$ cat config.mk
export PLATFORM = sky130hd
export DESIGN_NAME = rpn_stack_ctrl_flat
export DESIGN_NICKNAME = d
export VERILOG_FILES = /design/src/rtl/rpn_stack_ctrl_if.sv /design/src/rtl/rpn_stack_ctrl.sv /design/src/flat_wrapper.sv
export SDC_FILE = /design/constraint.sdc
export NUM_CORES = 1
export LEC_CHECK = 0
export BUFFER_PORTS_ARGS = -buffer_cell sky130_fd_sc_hd__buf_2
export CORE_MARGIN = 4
export CORE_UTILIZATION = 55
export CTS_BUF_LIST = sky130_fd_sc_hd__clkbuf_16
export DETAILED_ROUTE_END_ITERATION = 6
export PLACE_DENSITY_LB_ADDON = 0.12
export SLEW_MARGIN = 5
export SYNTH_ARGS = -nofsm -noshare
export SYNTH_HDL_FRONTEND = slang
export SYNTH_SLANG_ARGS = --single-unit
$ cat constraint.sdc
create_clock -name clk -period 4.6 [get_ports clk]
set_input_delay 0.92 -clock clk [delete_from_list [all_inputs] [get_ports clk]]
set_output_delay 0.92 -clock clk [all_outputs]
set_load 0.05 [all_outputs]
$ cat src/rtl/rpn_stack_ctrl_if.sv
// rpn_stack_ctrl_if: token input, stack master and result/status signals of rpn_stack_ctrl.
// The slave modport is the sequencer's view; master is the environment that drives tokens and models the stack.
interface rpn_stack_ctrl_if #(
    parameter int DEPTH = 8,
    parameter int CW    = $clog2(DEPTH + 1)
);
    logic          tok_valid;
    logic          tok_ready;
    logic          tok_is_op;
    logic [7:0]    tok_data;
    logic          stk_push;
    logic          stk_pop;
    logic [7:0]    stk_din;
    logic [7:0]    stk_dout;
    logic          stk_empty;
    logic          stk_full;
    logic          res_valid;
    logic [7:0]    res_data;
    logic [CW-1:0] count;
    logic          err_ovf;
    logic          err_unf;
    logic          err_op;

    modport slave (
        input  tok_valid, tok_is_op, tok_data, stk_dout, stk_empty, stk_full,
        output tok_ready, stk_push, stk_pop, stk_din, res_valid, res_data,
               count, err_ovf, err_unf, err_op
    );

    modport master (
        output tok_valid, tok_is_op, tok_data, stk_dout, stk_empty, stk_full,
        input  tok_ready, stk_push, stk_pop, stk_din, res_valid, res_data,
               count, err_ovf, err_unf, err_op
    );
endinterface

$ cat src/rtl/rpn_stack_ctrl.sv
// rpn_stack_ctrl: RPN token sequencer, sole master of an external DEPTH-entry byte LIFO.
// Build option RPN_MUL_EN: opcode 7 is MUL when defined, otherwise it is an illegal opcode (err_op).
module rpn_stack_ctrl #(
    parameter int DEPTH = 8,
    parameter int CW    = $clog2(DEPTH + 1)
) (
    input  logic            clk,
    input  logic            rst,
    rpn_stack_ctrl_if.slave bus
);
    typedef enum logic [2:0] {IDLE, PUSH, POP1, CAP1, POP2, CAP2, PUSHR, PUSH2} state_t;
    typedef enum logic [2:0] {OP_ADD, OP_SUB, OP_AND, OP_OR, OP_XOR, OP_DUP, OP_DROP, OP_MUL} opcode_t;

    localparam logic [CW-1:0] FULL_CNT = CW'(DEPTH);
    localparam logic [CW-1:0] TWO_CNT  = CW'(2);
    localparam logic [CW-1:0] ONE_CNT  = CW'(1);

    state_t        state_q, state_d;
    opcode_t       op_q, op_d;
    logic [7:0]    b_q, b_d;
    logic [7:0]    din_q, din_d;
    logic [7:0]    res_q, res_d;
    logic [CW-1:0] count_q, count_d;
    logic          ovf_q, ovf_d;
    logic          unf_q, unf_d;
    logic          operr_q, operr_d;

    logic          tok_ready;
    logic          push;
    logic          pop;
    logic          res_valid;
    opcode_t       tok_op;

    function automatic logic [7:0] alu(input opcode_t op, input logic [7:0] a, input logic [7:0] b);
        logic [7:0] r;
        r = '0;
        case (op)
            OP_ADD:  r = a + b;
            OP_SUB:  r = a - b;
            OP_AND:  r = a & b;
            OP_OR:   r = a | b;
            OP_XOR:  r = a ^ b;
`ifdef RPN_MUL_EN
            OP_MUL:  r = a * b;
`endif
            default: r = '0;
        endcase
        return r;
    endfunction

    assign tok_op = opcode_t'(bus.tok_data[2:0]);

    always_comb begin
        state_d   = state_q;
        op_d      = op_q;
        b_d       = b_q;
        din_d     = din_q;
        res_d     = res_q;
        count_d   = count_q;
        ovf_d     = ovf_q;
        unf_d     = unf_q;
        operr_d   = operr_q;
        tok_ready = 1'b0;
        push      = 1'b0;
        pop       = 1'b0;
        res_valid = 1'b0;

        case (state_q)
            IDLE: begin
                tok_ready = 1'b1;
                // count is authoritative; the stack's own flags only flag disagreement
                if (bus.stk_full != (count_q == FULL_CNT)) ovf_d = 1'b1;
                if (bus.stk_empty != (count_q == '0))      unf_d = 1'b1;
                if (bus.tok_valid) begin
                    if (!bus.tok_is_op) begin
                        if (count_q < FULL_CNT) begin
                            din_d   = bus.tok_data;
                            state_d = PUSH;
                        end else begin
                            ovf_d = 1'b1;
                        end
                    end else begin
                        op_d = tok_op;
                        case (tok_op)
                            OP_DUP: begin
                                if (count_q == '0)            unf_d   = 1'b1;
                                else if (count_q == FULL_CNT) ovf_d   = 1'b1;
                                else                          state_d = POP1;
                            end
                            OP_DROP: begin
                                if (count_q == '0) unf_d   = 1'b1;
                                else               state_d = POP1;
                            end
`ifndef RPN_MUL_EN
                            OP_MUL: operr_d = 1'b1;
`endif
                            default: begin
                                if (count_q < TWO_CNT) unf_d   = 1'b1;
                                else                   state_d = POP1;
                            end
                        endcase
                    end
                end
            end
            PUSH: begin
                push    = 1'b1;
                count_d = count_q + ONE_CNT;
                state_d = IDLE;
            end
            POP1: begin
                pop     = 1'b1;
                count_d = count_q - ONE_CNT;
                state_d = (op_q == OP_DROP) ? IDLE : CAP1;
            end
            CAP1: begin
                b_d = bus.stk_dout;
                if (op_q == OP_DUP) begin
                    din_d   = bus.stk_dout;
                    state_d = PUSHR;
                end else begin
                    state_d = POP2;
                end
            end
            POP2: begin
                pop     = 1'b1;
                count_d = count_q - ONE_CNT;
                state_d = CAP2;
            end
            CAP2: begin
                // result registered here so res_data is already valid alongside res_valid
                res_d   = alu(op_q, bus.stk_dout, b_q);
                din_d   = alu(op_q, bus.stk_dout, b_q);
                state_d = PUSHR;
            end
            PUSHR: begin
                push      = 1'b1;
                count_d   = count_q + ONE_CNT;
                res_valid = (op_q != OP_DUP);
                state_d   = (op_q == OP_DUP) ? PUSH2 : IDLE;
            end
            PUSH2: begin
                push    = 1'b1;
                count_d = count_q + ONE_CNT;
                state_d = IDLE;
            end
            default: state_d = IDLE;
        endcase
    end

    always_ff @(posedge clk or posedge rst) begin
        if (rst) begin
            state_q <= IDLE;
            op_q    <= OP_ADD;
            b_q     <= '0;
            din_q   <= '0;
            res_q   <= '0;
            count_q <= '0;
            ovf_q   <= 1'b0;
            unf_q   <= 1'b0;
            operr_q <= 1'b0;
        end else begin
            state_q <= state_d;
            op_q    <= op_d;
            b_q     <= b_d;
            din_q   <= din_d;
            res_q   <= res_d;
            count_q <= count_d;
            ovf_q   <= ovf_d;
            unf_q   <= unf_d;
            operr_q <= operr_d;
        end
    end

    assign bus.tok_ready = tok_ready;
    assign bus.stk_push  = push;
    assign bus.stk_pop   = pop;
    assign bus.stk_din   = din_q;
    assign bus.res_valid = res_valid;
    assign bus.res_data  = res_q;
    assign bus.count     = count_q;
    assign bus.err_ovf   = ovf_q;
    assign bus.err_unf   = unf_q;
    assign bus.err_op    = operr_q;
endmodule

$ cat src/flat_wrapper.sv
// flat-port wrapper written by rule: the top's interface ports become plain ports
module rpn_stack_ctrl_flat 
#(
    parameter int DEPTH = 8,
    parameter int CW    = $clog2(DEPTH + 1)
)
  (clk, rst, bus_tok_valid, bus_tok_is_op, bus_tok_data, bus_stk_dout, bus_stk_empty, bus_stk_full, bus_tok_ready, bus_stk_push, bus_stk_pop, bus_stk_din, bus_res_valid, bus_res_data, bus_count, bus_err_ovf, bus_err_unf, bus_err_op);
  rpn_stack_ctrl_if #(.DEPTH(DEPTH), .CW(CW)) bus_i ();
  input  logic clk;
  input  logic rst;
  input wire logic [$bits(bus_i.tok_valid)-1:0] bus_tok_valid;
  input wire logic [$bits(bus_i.tok_is_op)-1:0] bus_tok_is_op;
  input wire logic [$bits(bus_i.tok_data)-1:0] bus_tok_data;
  input wire logic [$bits(bus_i.stk_dout)-1:0] bus_stk_dout;
  input wire logic [$bits(bus_i.stk_empty)-1:0] bus_stk_empty;
  input wire logic [$bits(bus_i.stk_full)-1:0] bus_stk_full;
  output wire logic [$bits(bus_i.tok_ready)-1:0] bus_tok_ready;
  output wire logic [$bits(bus_i.stk_push)-1:0] bus_stk_push;
  output wire logic [$bits(bus_i.stk_pop)-1:0] bus_stk_pop;
  output wire logic [$bits(bus_i.stk_din)-1:0] bus_stk_din;
  output wire logic [$bits(bus_i.res_valid)-1:0] bus_res_valid;
  output wire logic [$bits(bus_i.res_data)-1:0] bus_res_data;
  output wire logic [$bits(bus_i.count)-1:0] bus_count;
  output wire logic [$bits(bus_i.err_ovf)-1:0] bus_err_ovf;
  output wire logic [$bits(bus_i.err_unf)-1:0] bus_err_unf;
  output wire logic [$bits(bus_i.err_op)-1:0] bus_err_op;
  assign bus_i.tok_valid = bus_tok_valid;
  assign bus_i.tok_is_op = bus_tok_is_op;
  assign bus_i.tok_data = bus_tok_data;
  assign bus_i.stk_dout = bus_stk_dout;
  assign bus_i.stk_empty = bus_stk_empty;
  assign bus_i.stk_full = bus_stk_full;
  assign bus_tok_ready = bus_i.tok_ready;
  assign bus_stk_push = bus_i.stk_push;
  assign bus_stk_pop = bus_i.stk_pop;
  assign bus_stk_din = bus_i.stk_din;
  assign bus_res_valid = bus_i.res_valid;
  assign bus_res_data = bus_i.res_data;
  assign bus_count = bus_i.count;
  assign bus_err_ovf = bus_i.err_ovf;
  assign bus_err_unf = bus_i.err_unf;
  assign bus_err_op = bus_i.err_op;
  rpn_stack_ctrl #(.DEPTH(DEPTH), .CW(CW)) u_core (.clk(clk), .rst(rst), .bus(bus_i));
endmodule
Word-level counts from Yosys, hierarchy flattened
Cells that the tools add are included.
W data, S select, Z words.
Cells by class
  equality and inequality tests: 30
  reductions and logical operators: 13
  multiplexer cells: 36
  bitwise gates (word level): 3
  $lt $le $gt $ge: 2
  add/subtract/negate cells: 4
Operator list (number)
  $pmux W8 S5: 1
  $mux W8: 4
  $eq A3 B3 Y1 const B: 10
  $mux W3: 8
  $pmux W8 S3: 1
  $pmux W3 S7: 1
  $mux W1: 16
  $eq A3 B2 Y1 const B: 4
  $ne A4 B4 Y1 const B: 3
  $pmux W3 S3: 1
  $add A8 B8 Y8: 1
  $and A8 B8 Y8: 1
  $or A8 B8 Y8: 1
  $pmux W4 S2: 1
  $sub A8 B8 Y8: 1
  $xor A8 B8 Y8: 1
  $reduce_and A7 Y1: 1
  $eq A3 B1 Y1 const B: 2
  $logic_not A3 Y1: 2
  $ne A3 B3 Y1 const B: 2
  $reduce_or A2 Y1: 3
  $ne A5 B5 Y1 const B: 1
  $reduce_and A5 Y1: 1
  $add A4 B1 Y4 const B: 1
  other kinds (16): 20
Word-level totals
  flip-flop bits (word level): 37
  logic and storage cells: 97

Logic depth before layout (Yosys ltp)
Gate-level depths: netlist of the first run.
  word-level depth: 8
  depth in mapped cells: 11

Worst setup path after synthesis of the first run
OpenSTA, ideal clock, no wires.
  path type: register to register
  from: register u_core.state_q[1]
  to: register u_core.count_q[3], in the netlist u_core.bus.count[3]
  arrival time: 2.650 ns
  cell stages (with the launch flop): 10
  setup slack: 1.805 ns
  buffers on the path: 1
  path through: dfrtp_1 > buf_2 > nand2b_1 > o21ai_1 > inv_1 > ha_1 > a21o_1 > a21oi_1 > mux2i_1 > xnor2_1
Between the ends
  longest elaborated chain between the ends: 3
RTL lines
  start: declaration: line rpn_stack_ctrl.sv:18  | state_t state_q, state_d;
  start signal: assignment: line rpn_stack_ctrl.sv:162  | state_q <= state_d;
  $eq A3 B1 Y1, or another cell as far along: line rpn_stack_ctrl.sv:68  | case (state_q)
  $reduce_or A3 Y1 (no source line) or $reduce_or A2 Y1 (tied branches)
  $pmux W4 S2 or $reduce_bool A2 Y1 (tied branches)
  end signal: assignment: line rpn_stack_ctrl.sv:167  | count_q <= count_d;
  end: declaration: line rpn_stack_ctrl.sv:23  | logic [CW-1:0] count_q, count_d;
Parallel ways exist; a longest one is shown, timed or not.
A chain may end at the register's enable or synchronous reset.

Worst setup path in the final report of the first run
  from: register u_core.op_q[0]
  to: register u_core.din_q[6], in the netlist u_core.bus.stk_din[6]
Between the ends
  longest elaborated chain between the ends: 3
RTL lines
  start: declaration: line rpn_stack_ctrl.sv:19  | opcode_t op_q, op_d;
  start signal: assignment: line rpn_stack_ctrl.sv:163  | op_q <= op_d;
  $eq A3 B3 Y1, or another cell as far along: line rpn_stack_ctrl.sv:37  | case (op)
  $pmux W8 S5 or $ne A2 B1 Y1 (tied branches)
  $pmux W8 S3 or $reduce_and A5 Y1 (tied branches)
  end signal: assignment: line rpn_stack_ctrl.sv:165  | din_q <= din_d;
  end: declaration: line rpn_stack_ctrl.sv:21  | logic [7:0] din_q, din_d;
Parallel ways exist; a longest one is shown, timed or not.

==> flow_summary.toml, run 1 <==
[status]
run_status = "complete, no violations"

[route]
antenna_left = 0
drt_pre_antenna_iters = 4
wl_per_cell_um = 16.1
avgViaCountPerCell = 5.68
drt_wl_total_um = 7030
vias = 2481
drc = 0
drtIter0Drc = 150

[synthesis]
synth.area.top_cells = "dfrtp_1 (33%), ha_1 (11%), nand2_1 (4.4%), a21oi_1 (3.3%), o21ai_0 (3.3%)"
synth_nets = 375
yosysTopAreaCellShare_pct = 32.5
synth_cells = 325
synth_common_cells = "dfrtp_1 (37), nand2_1 (33), ha_1 (26)"
yosysWarnings = 0
ys_ff_latch = 37
synth_cell_types = 59
ys.flop_type = "dfrtp_1"
syn_area_per_cell_um2 = 8.76
yosysMostFrequentCell = "dfrtp_1"
async_reset_ff_share_pct = 100
syn_area_um2 = 2850
ys_seq_area_share_pct = 32.5
synth_largest_area_cell = "dfrtp_1"
synth_edf_count = 0

[global_routing]
grt_max_degree = 38
grt_pass1_vias = 2445
antenna_found_initial = 0
use_met1_pct = 31.1
grt_pass1_wl_um = 11800
grt_usage_pct = 23.8
use_met2_pct = 40.5
overflow = 0
use_met3_pct = 4.18
grt_busiest_layer = "met2"

[worst_setup_path]
cp_max_fo = 16
end_kind = "flop"
path_cells = "nor3b_2 > mux2_2 > fa_1 > nor2b_1 > o21ai_0 > a21boi_0 > mux2i_1 > a31oi_1"
crit_path_top_delay_cell = "dfrtp_1"
required_ns = 4.76
worstSetupStartpointType = "flop"
arrival_ns = 3.33
cp_slowest_stage_delay_ns = 0.71
reg2reg_depth = 8
reg2reg_slack_ns = 1.43
timing.rr.end = "u_core.bus.stk_din[6]$_DFFE_PP0P_"
r2r-start = "u_core.op_q[0]$_DFFE_PP0P_"
criticalPathCategory = "flop to flop"

[layout]
multi_input_area_um2 = 1760
finalNonFillerCells = 437
final_core_util_pct = 66.7
finalNetCount = 419
finalInstanceArea_um2 = 3260
n_antenna_cell = 0
regArea_um2 = 926
drive_above_1_share_pct = 18.6
fillers = 421
synthToLayoutAreaGrowth_pct = 14.4

[placement]
hpwlAfterDp_um = 4990
postPlaceCellArea_um2 = 3120
gp_routability_congestion = 0.909
port_buffers = 48
place_inst = 429

[floorplanning]
die-area_um2 = 6390
core_um2 = 4880
chipWidth_um = 79.9
rows = 25
boundaryPins = 49
start_util_pct = 58.3
die_y_um = 79.9

[sta]
setup_viol = 0
hold_violations = 0
worst_hold_slack_ns = 0.465
finalMaxSlewViolations = 0
final.min_clock_period_ns = 3.17
tns_ns = 0
rsz0062_at_grt = "false"
clock_skew_ns = 0.00759
maxSlewHeadroom_pct = 51.8
max_freq_mhz = 315
final.period_utilization_pct = 69.0
worst_slew_pin_slew_ns = 0.723

[clocking]
ctsHoldBuffers = 0
htreeDepth = 2
root_buffer = "clkbuf_16"
cts_setup_buffers = 0
cts_resized = 0
clock_path_buffers = 2
numCtsBuffers = 5
cts.clk_slew.worst_paths_ns = 0.06
cts_sinks = 37
clkLatencyLatePin_ns = 0.28
cts_tree = "done"

[run]
maxCapViolations = 0

[power]
power.leakage_nw = 1.54
p_per_area_nw_per_um2 = 852
ir_drop_uv = 621

[worst_hold_path]
min_from = "u_core.bus.err_unf$_DFFE_PP0P_"
hold_path_class = "flop to flop"
whs_path_depth = 1
hold-path-endpoint = "u_core.bus.err_unf$_DFFE_PP0P_"
flip-flops by register name (all words and copies together) (netlist names):
name,flops
u_core.b_q,8
u_core.bus.res_data,8
u_core.bus.stk_din,8
u_core.bus.count,4
u_core.op_q,3
u_core.state_q,3
u_core.bus.err_op,1
u_core.bus.err_ovf,1
u_core.bus.err_unf,1
worst max-delay path: cells and delay by family (launching register included):
family | cells | cell delay (ns)
AO/OA/AOI/OAI | 3 | 0.47
adder cells (fa/ha/maj) | 1 | 0.41
flip-flops | 1 | 0.71
multiplexers | 2 | 0.69
AND/OR/NAND/NOR | 2 | 0.78
per-stage QoR:
step / setup slack [ns] / total power [W]
after floorplan: 1.81 / 0.00206
after global placement: 1.61 / 0.00240
after detailed placement: 1.56 / 0.00242
after CTS: 1.50 / 0.00278
after global routing: 1.19 / 0.00301
final: 1.43 / 0.00277
cells by family after synthesis:
logic type | count (synthesis) | synth area share [%]
xor gates and xnor gates | 11 | 3.38
and+or+nand+nor | 103 | 19.4
buffers and inverters | 38 | 5.54
muxes | 8 | 3.16
DFF | 37 | 32.5
adders and majority gates | 30 | 13.5
AOI/OAI and AO/OA | 98 | 22.4
final cells by class:
type / instances / share of cell area [%]
timing repair buffer: 49 / 7.61
multi-input combinational: 250 / 54.2
clock buffer: 5 / 3.84
sequential: 37 / 28.4
inverter: 26 / 3.00
tap: 67 / 2.57
clock inverter: 3 / 0.384
placed cells by master (no fill, tap or decap), types with 8 or more instances in the layout:
cell type	instances
inv_1	25
a22oi_1	8
nor2_1	14
ha_1	26
o21ai_1	10
xnor2_1	8
buf_2	48
nand3b_1	8
dfrtp_1	37
nand2_1	33
a21oi_1	19
o21ai_0	19
power by group:
group	internal, W	switching (W)
logic	0.000666	0.00110
clock network	0.000196	0.000134
registers	0.000471	0.000208
layer usage:
layer	up-vias	share of wire (%)
li1	1250	-
met4	0	0.95
met3	6	4.7
met2	54	47
met5	-	0
met1	1171	48
worst max path at each step:
stage                     cells past startpoint                          start                                  to  slack [ns]
after floorplan                               9  u_core.state_q[1]$_DFFE_PP0P_     u_core.bus.count[3]$_DFFE_PP0P_        1.81
after global placement                        8     u_core.op_q[0]$_DFFE_PP0P_   u_core.bus.stk_din[6]$_DFFE_PP0P_        1.61
after detailed placement                      8     u_core.op_q[0]$_DFFE_PP0P_   u_core.bus.stk_din[6]$_DFFE_PP0P_        1.56
after CTS                                     8     u_core.op_q[0]$_DFFE_PP0P_   u_core.bus.stk_din[6]$_DFFE_PP0P_        1.50
after global routing                          8     u_core.op_q[0]$_DFFE_PP0P_  u_core.bus.res_data[6]$_DFFE_PP0P_        1.19
final                                         8     u_core.op_q[0]$_DFFE_PP0P_   u_core.bus.stk_din[6]$_DFFE_PP0P_        1.43
(Power assumes the default switching activity.)
==> run 2: changes to the inputs <==
--- a/config.mk
+++ b/config.mk
@@ -7,7 +7,7 @@
 export LEC_CHECK = 0
 export BUFFER_PORTS_ARGS = -buffer_cell sky130_fd_sc_hd__buf_2
 export CORE_MARGIN = 4
-export CORE_UTILIZATION = 55
+export CORE_UTILIZATION = 51
 export CTS_BUF_LIST = sky130_fd_sc_hd__clkbuf_16
 export DETAILED_ROUTE_END_ITERATION = 6
 export PLACE_DENSITY_LB_ADDON = 0.12
==> constraint.sdc (replaced) <==
create_clock -name clk -period 2.8 [get_ports clk]
set_input_delay 0.56 -clock clk [delete_from_list [all_inputs] [get_ports clk]]
set_output_delay 0.56 -clock clk [all_outputs]
set_load 0.05 [all_outputs]
==> run 2 against run 1 <==
Compared with the run above:
- via count rose by 4.0%
- cell area is 2.4% higher
- sequential power increased by 52%
- sequential cell count unchanged
- clock skew fell by 0.0039 ns
- core utilization fell by 3.5 points
- register-to-register slack got worse by 1.3 ns
- sequential share of layout area down 0.66 points
==> flow_summary.toml, run 2 (same netlist as run 1, synthesis figures left out) <==
[sta]
tns_ns = 0
maxSlewHeadroom_pct = 63.6
rsz0062_at_grt = "false"
max_freq_mhz = 381
final.period_utilization_pct = 93.9
worst_slew_pin_slew_ns = 0.546
final.min_clock_period_ns = 2.63
finalMaxSlewViolations = 0
hold_violations = 0
setup_viol = 0
clock_skew_ns = 0.00372

[worst_setup_path]
crit_start = "u_core.b_q[0]$_DFFE_PP0P_"
cp_max_fo = 6
path_cells = "inv_1 > ha_1 > and3_1 > a21oi_1 > xnor2_1 > ha_1 > a21oi_1 > o21ai_0 > or3_1 > mux2_4 > a211oi_2"
crit_end = "u_core.bus.stk_din[7]$_DFFE_PP0P_"
required_ns = 2.99
crit_path_top_delay_cell = "dfrtp_1"
r2r-start = "u_core.b_q[0]$_DFFE_PP0P_"
path_depth = 11
criticalPathCategory = "flop to flop"
timing.rr.end = "u_core.bus.stk_din[7]$_DFFE_PP0P_"
crit_family = "compound AO/OA/AOI/OAI gates"
cp_slowest_stage_delay_ns = 0.38
reg2reg_slack_ns = 0.17
cp_num_buf_inv = 1
end_kind = "flop"
worstSetupStartpointType = "flop"
reg2reg_depth = 11
arrival_ns = 2.82

[layout]
drive_above_1_share_pct = 20.8
layout_commonest_cell = "buf_2"
synthToLayoutAreaGrowth_pct = 17.1
mostFrequentLayoutCells = "buf_2 (48), dfrtp_1 (37), nand2_1 (33)"
finalNetCount = 429
n_antenna_cell = 0

[route]
drtIter0Drc = 210
drc = 0
drt_pre_antenna_iters = 4
antenna_left = 0
vias = 2581
wl_per_cell_um = 15.9
drt_wl_total_um = 7140
avgViaCountPerCell = 5.75

[clocking]
cts.clk_slew.worst_paths_ns = 0.05
htreeDepth = 2
root_buffer = "clkbuf_16"
cts_tree = "done"
ctsHoldBuffers = 0
cts_sinks = 37
cts_setup_buffers = 0
clkLatencyLatePin_ns = 0.28
clock_path_buffers = 2
numCtsBuffers = 5

[floorplanning]
core_um2 = 5270
start_util_pct = 54.0
chipWidth_um = 82.7
boundaryPins = 49
die-area_um2 = 6840
rows = 26
die_y_um = 82.7

[power]
swShare_pct = 51.3
internal_power_w = 0.00226
pwr-share-comb_pct = 66.7
seq_power_share_pct = 22.1
power.leakage_nw = 1.60
clock_power_share_pct = 11.2
p_per_area_nw_per_um2 = 1390
p_switching_w = 0.00238
ir_drop_uv = 1010
total_power_w = 0.00464

[global_routing]
grt_pass1_wl_um = 12100
antenna_found_initial = 0
grt_usage_pct = 22.9
grt_pass1_vias = 2477
grt_max_degree = 38
overflow = 0

[placement]
hpwlAfterDp_um = 5340
gp_routability_congestion = 0.914
port_buffers = 48

[status]
run_status = "complete, no violations"

[run]
maxCapViolations = 0

[worst_hold_path]
hold_path_class = "input pin to asynchronous set/reset pin"
==> run 2: metal layers <==
layer	part of all wire (%)	GRT usage, %
met1	46	31.2
met2	47	37.0
met3	5.8	4.77
met4	1.2	5.72
met5	0	0
==> run 2: cell type report <==
cell class,instances,area [um2]
well taps,70,87.6
repair buffers,59,323
fillers,468,1940
clock buffers,5,125
clock inverters,2,7.51
flip-flops and latches,37,926
multi-input cells,250,1770
inverters,26,97.6
==> run 2: timing repair <==
action,4_1_cts,5_1_grt
endpoints found under the setup margin,0,2
gates resized for setup,0,1
endpoints found under the hold margin,0,0
==> run 2: worst min-delay path: stages <==
cell and delay, ns:
buf_2 0.09, inv_1 0.04, buf_4 0.41
==> run 2: power groups by stage <==
| stage | clock (W) | combinational [W] | sequential [W] |
|---|---|---|---|
| after floorplan | 0 | 0.00193 | 0.00145 |
| after global placement | 0 | 0.00301 | 0.00102 |
| after detailed placement | 0 | 0.00306 | 0.00103 |
| after CTS | 0.000531 | 0.00308 | 0.00103 |
| after global routing | 0.000560 | 0.00341 | 0.00107 |
| final | 0.000520 | 0.00310 | 0.00103 |
==> run 2: through the flow <==
stage | util (%) | area (um2) | setup WS, ns | hold slack [ns] | std cells
floorplan | - | 2850 | 0.00505 | 0.571 | 325
global placement | 60.7 | 3200 | 0.233 | 0.442 | 442
detailed placement | 60.7 | 3200 | 0.123 | 0.452 | 442
CTS | 63.2 | 3330 | 0.110 | 0.408 | 449
global route | 63.2 | 3330 | 0.00686 | 0.433 | 449
finish | 63.2 | 3330 | 0.172 | 0.384 | 449
==> run 2: worst min path at each step <==
stage / start / to
after floorplan: u_core.b_q[7]$_DFFE_PP0P_ / u_core.b_q[7]$_DFFE_PP0P_
after global placement: u_core.bus.err_unf$_DFFE_PP0P_ / u_core.bus.err_unf$_DFFE_PP0P_
after detailed placement: u_core.bus.err_unf$_DFFE_PP0P_ / u_core.bus.err_unf$_DFFE_PP0P_
after CTS: rst / u_core.bus.res_data[7]$_DFFE_PP0P_
after global routing: rst / u_core.bus.res_data[3]$_DFFE_PP0P_
final: rst / u_core.bus.res_data[3]$_DFFE_PP0P_
==> run 3: changes to the inputs <==
==> constraint.sdc (replaced) <==
create_clock -name clk -period 2.8 [get_ports clk]
set_input_delay 0.14 -clock clk [delete_from_list [all_inputs] [get_ports clk]]
set_output_delay 0.14 -clock clk [all_outputs]
set_load 0.05 [all_outputs]
==> run 3 against run 2 <==
Compared with the run above:
- fmax grew 0.12%
- count of clock-buffer cells in the layout is the same
- sequential cell count is the same
- via count shrank 0.93%
- final cell count grew 0.22%
- largest cell class unchanged
- critical path depth is the same
- clock power is essentially flat
- combinational power is essentially flat
- hold slack lost 0.25 ns
- critical path type unchanged
- die area is the same
- total power is essentially flat
- routed wire length shrank 0.15%
==> flow_summary.toml, run 3 (same netlist as run 1, synthesis figures left out) <==
[status]
run_status = "complete, no violations"

[worst_setup_path]
worstSetupStartpointType = "flop"
arrival_ns = 2.81
end_kind = "flop"
required_ns = 2.99
criticalPathCategory = "flop to flop"
cp_max_fo = 5

[clocking]
cts.clk_slew.worst_paths_ns = 0.05
cts_tree = "done"
root_buffer = "clkbuf_16"
clock_path_buffers = 2
clkLatencyLatePin_ns = 0.28
cts_setup_buffers = 0
numCtsBuffers = 5
htreeDepth = 2
cts_sinks = 37

[route]
avgViaCountPerCell = 5.68
wl_per_cell_um = 15.8
drt_wl_total_um = 7130
drc = 0
drt_pre_antenna_iters = 4
drtIter0Drc = 166
antenna_left = 0
vias = 2557

[power]
power.leakage_nw = 1.60
internal_power_w = 0.00226
pwr-share-comb_pct = 66.7
clock_power_share_pct = 11.2
p_switching_w = 0.00238
ir_drop_uv = 1010
seq_power_share_pct = 22.1
p_per_area_nw_per_um2 = 1390
swShare_pct = 51.3

[sta]
final.min_clock_period_ns = 2.62
worst_slew_pin_slew_ns = 0.557
finalMaxSlewViolations = 0
rsz0062_at_grt = "false"
maxSlewHeadroom_pct = 62.8
final.period_utilization_pct = 93.7
tns_ns = 0
clock_skew_ns = 0.00403
setup_viol = 0
hold_violations = 0
max_freq_mhz = 381

[layout]
layout_commonest_cell = "buf_2"
regArea_um2 = 926
mostFrequentLayoutCells = "buf_2 (48), dfrtp_1 (37), nand2_1 (33)"
fillers = 468
n_antenna_cell = 0
synthToLayoutAreaGrowth_pct = 17.5
finalInstanceArea_um2 = 3340
drive_above_1_share_pct = 20.8
multi_input_area_um2 = 1770
finalNetCount = 430

[floorplanning]
boundaryPins = 49
die_y_um = 82.7
start_util_pct = 54.0
die-area_um2 = 6840
chipWidth_um = 82.7
core_um2 = 5270
rows = 26

[placement]
hpwlAfterDp_um = 5340
port_buffers = 48
postPlaceCellArea_um2 = 3200
gp_routability_congestion = 0.914

[global_routing]
antenna_found_initial = 0
grt_max_degree = 38
grt_usage_pct = 22.9
grt_pass1_vias = 2480
overflow = 0
grt_pass1_wl_um = 12100

[worst_hold_path]
hold_path_class = "input pin to flop"

[run]
maxCapViolations = 0
[run 3: worst paths after layout]
check,from,to,slack (ns),depth (start not counted)
worst max-delay path,u_core.b_q[0]$_DFFE_PP0P_,u_core.bus.stk_din[7]$_DFFE_PP0P_,0.18,11
worst min-delay path,bus_stk_dout[0],u_core.b_q[0]$_DFFE_PP0P_,0.13,3
worst max register to register,u_core.b_q[0]$_DFFE_PP0P_,u_core.bus.stk_din[7]$_DFFE_PP0P_,0.18,11
worst min register to register,u_core.bus.err_op$_DFFE_PP0P_,u_core.bus.err_op$_DFFE_PP0P_,0.46,1
max in group asynchronous,rst,u_core.b_q[3]$_DFFE_PP0P_,1.95,4
min in group asynchronous,rst,u_core.bus.res_data[3]$_DFFE_PP0P_,0.52,4
[run 3: layer usage]
| metal | up-vias | part of all wire (%) | track usage [%] |
|---|---|---|---|
| met5 | - | 0 | 0 |
| met1 | 1208 | 47 | 31.3 |
| li1 | 1268 | - | - |
| met4 | 0 | 0.66 | 5.72 |
| met2 | 76 | 47 | 37.0 |
| met3 | 5 | 6.2 | 4.77 |
[run 3: final cells by class]
| cell class | count | area share [%] |
|---|---|---|
| clock inverter | 2 | 0.225 |
| multi-input combinational | 250 | 52.8 |
| timing repair buffer | 60 | 9.96 |
| tap | 70 | 2.62 |
| sequential | 37 | 27.7 |
| clock buffer | 5 | 3.74 |
| inverter | 26 | 2.92 |
[run 3: power groups by stage]
| stage | clock, W | combinational (W) | sequential [W] |
|---|---|---|---|
| detailed placement | 0 | 0.00306 | 0.00103 |
| finish | 0.000519 | 0.00310 | 0.00103 |
| floorplan | 0 | 0.00193 | 0.00145 |
| CTS | 0.000531 | 0.00308 | 0.00103 |
| global placement | 0 | 0.00301 | 0.00102 |
| global route | 0.000560 | 0.00342 | 0.00107 |
[run 3: timing repair]
action | CTS | global route
hold endpoints to repair | 37 | 0
resized for setup | 0 | 1
endpoints found under the setup margin | 0 | 2
hold buffers | 1 | 0
[run 3: stage by stage]
| step | util, % | worst slack, ns | power, W | cells | hold WS (ns) |
|---|---|---|---|---|---|
| after floorplan | - | 0.00505 | 0.00338 | 325 | 0.257 |
| after detailed placement | 60.7 | 0.123 | 0.00409 | 442 | 0.283 |
| after global routing | 63.4 | 0.00686 | 0.00504 | 450 | 0.156 |
| after CTS | 63.4 | 0.110 | 0.00464 | 450 | 0.132 |
| final | 63.4 | 0.175 | 0.00465 | 450 | 0.131 |
| after global placement | 60.7 | 0.233 | 0.00403 | 442 | 0.277 |
[run 3: worst max-delay path, stage by stage, from the launching register on]
cell	delay, ns
dfrtp_1	0.38
inv_1	0.09
ha_1	0.21
and3_1	0.19
nor2_1	0.11
xnor2_1	0.13
ha_1	0.30
a21oi_2	0.20
o21ai_0	0.13
or3_1	0.33
mux2_4	0.27
a211oi_2	0.18
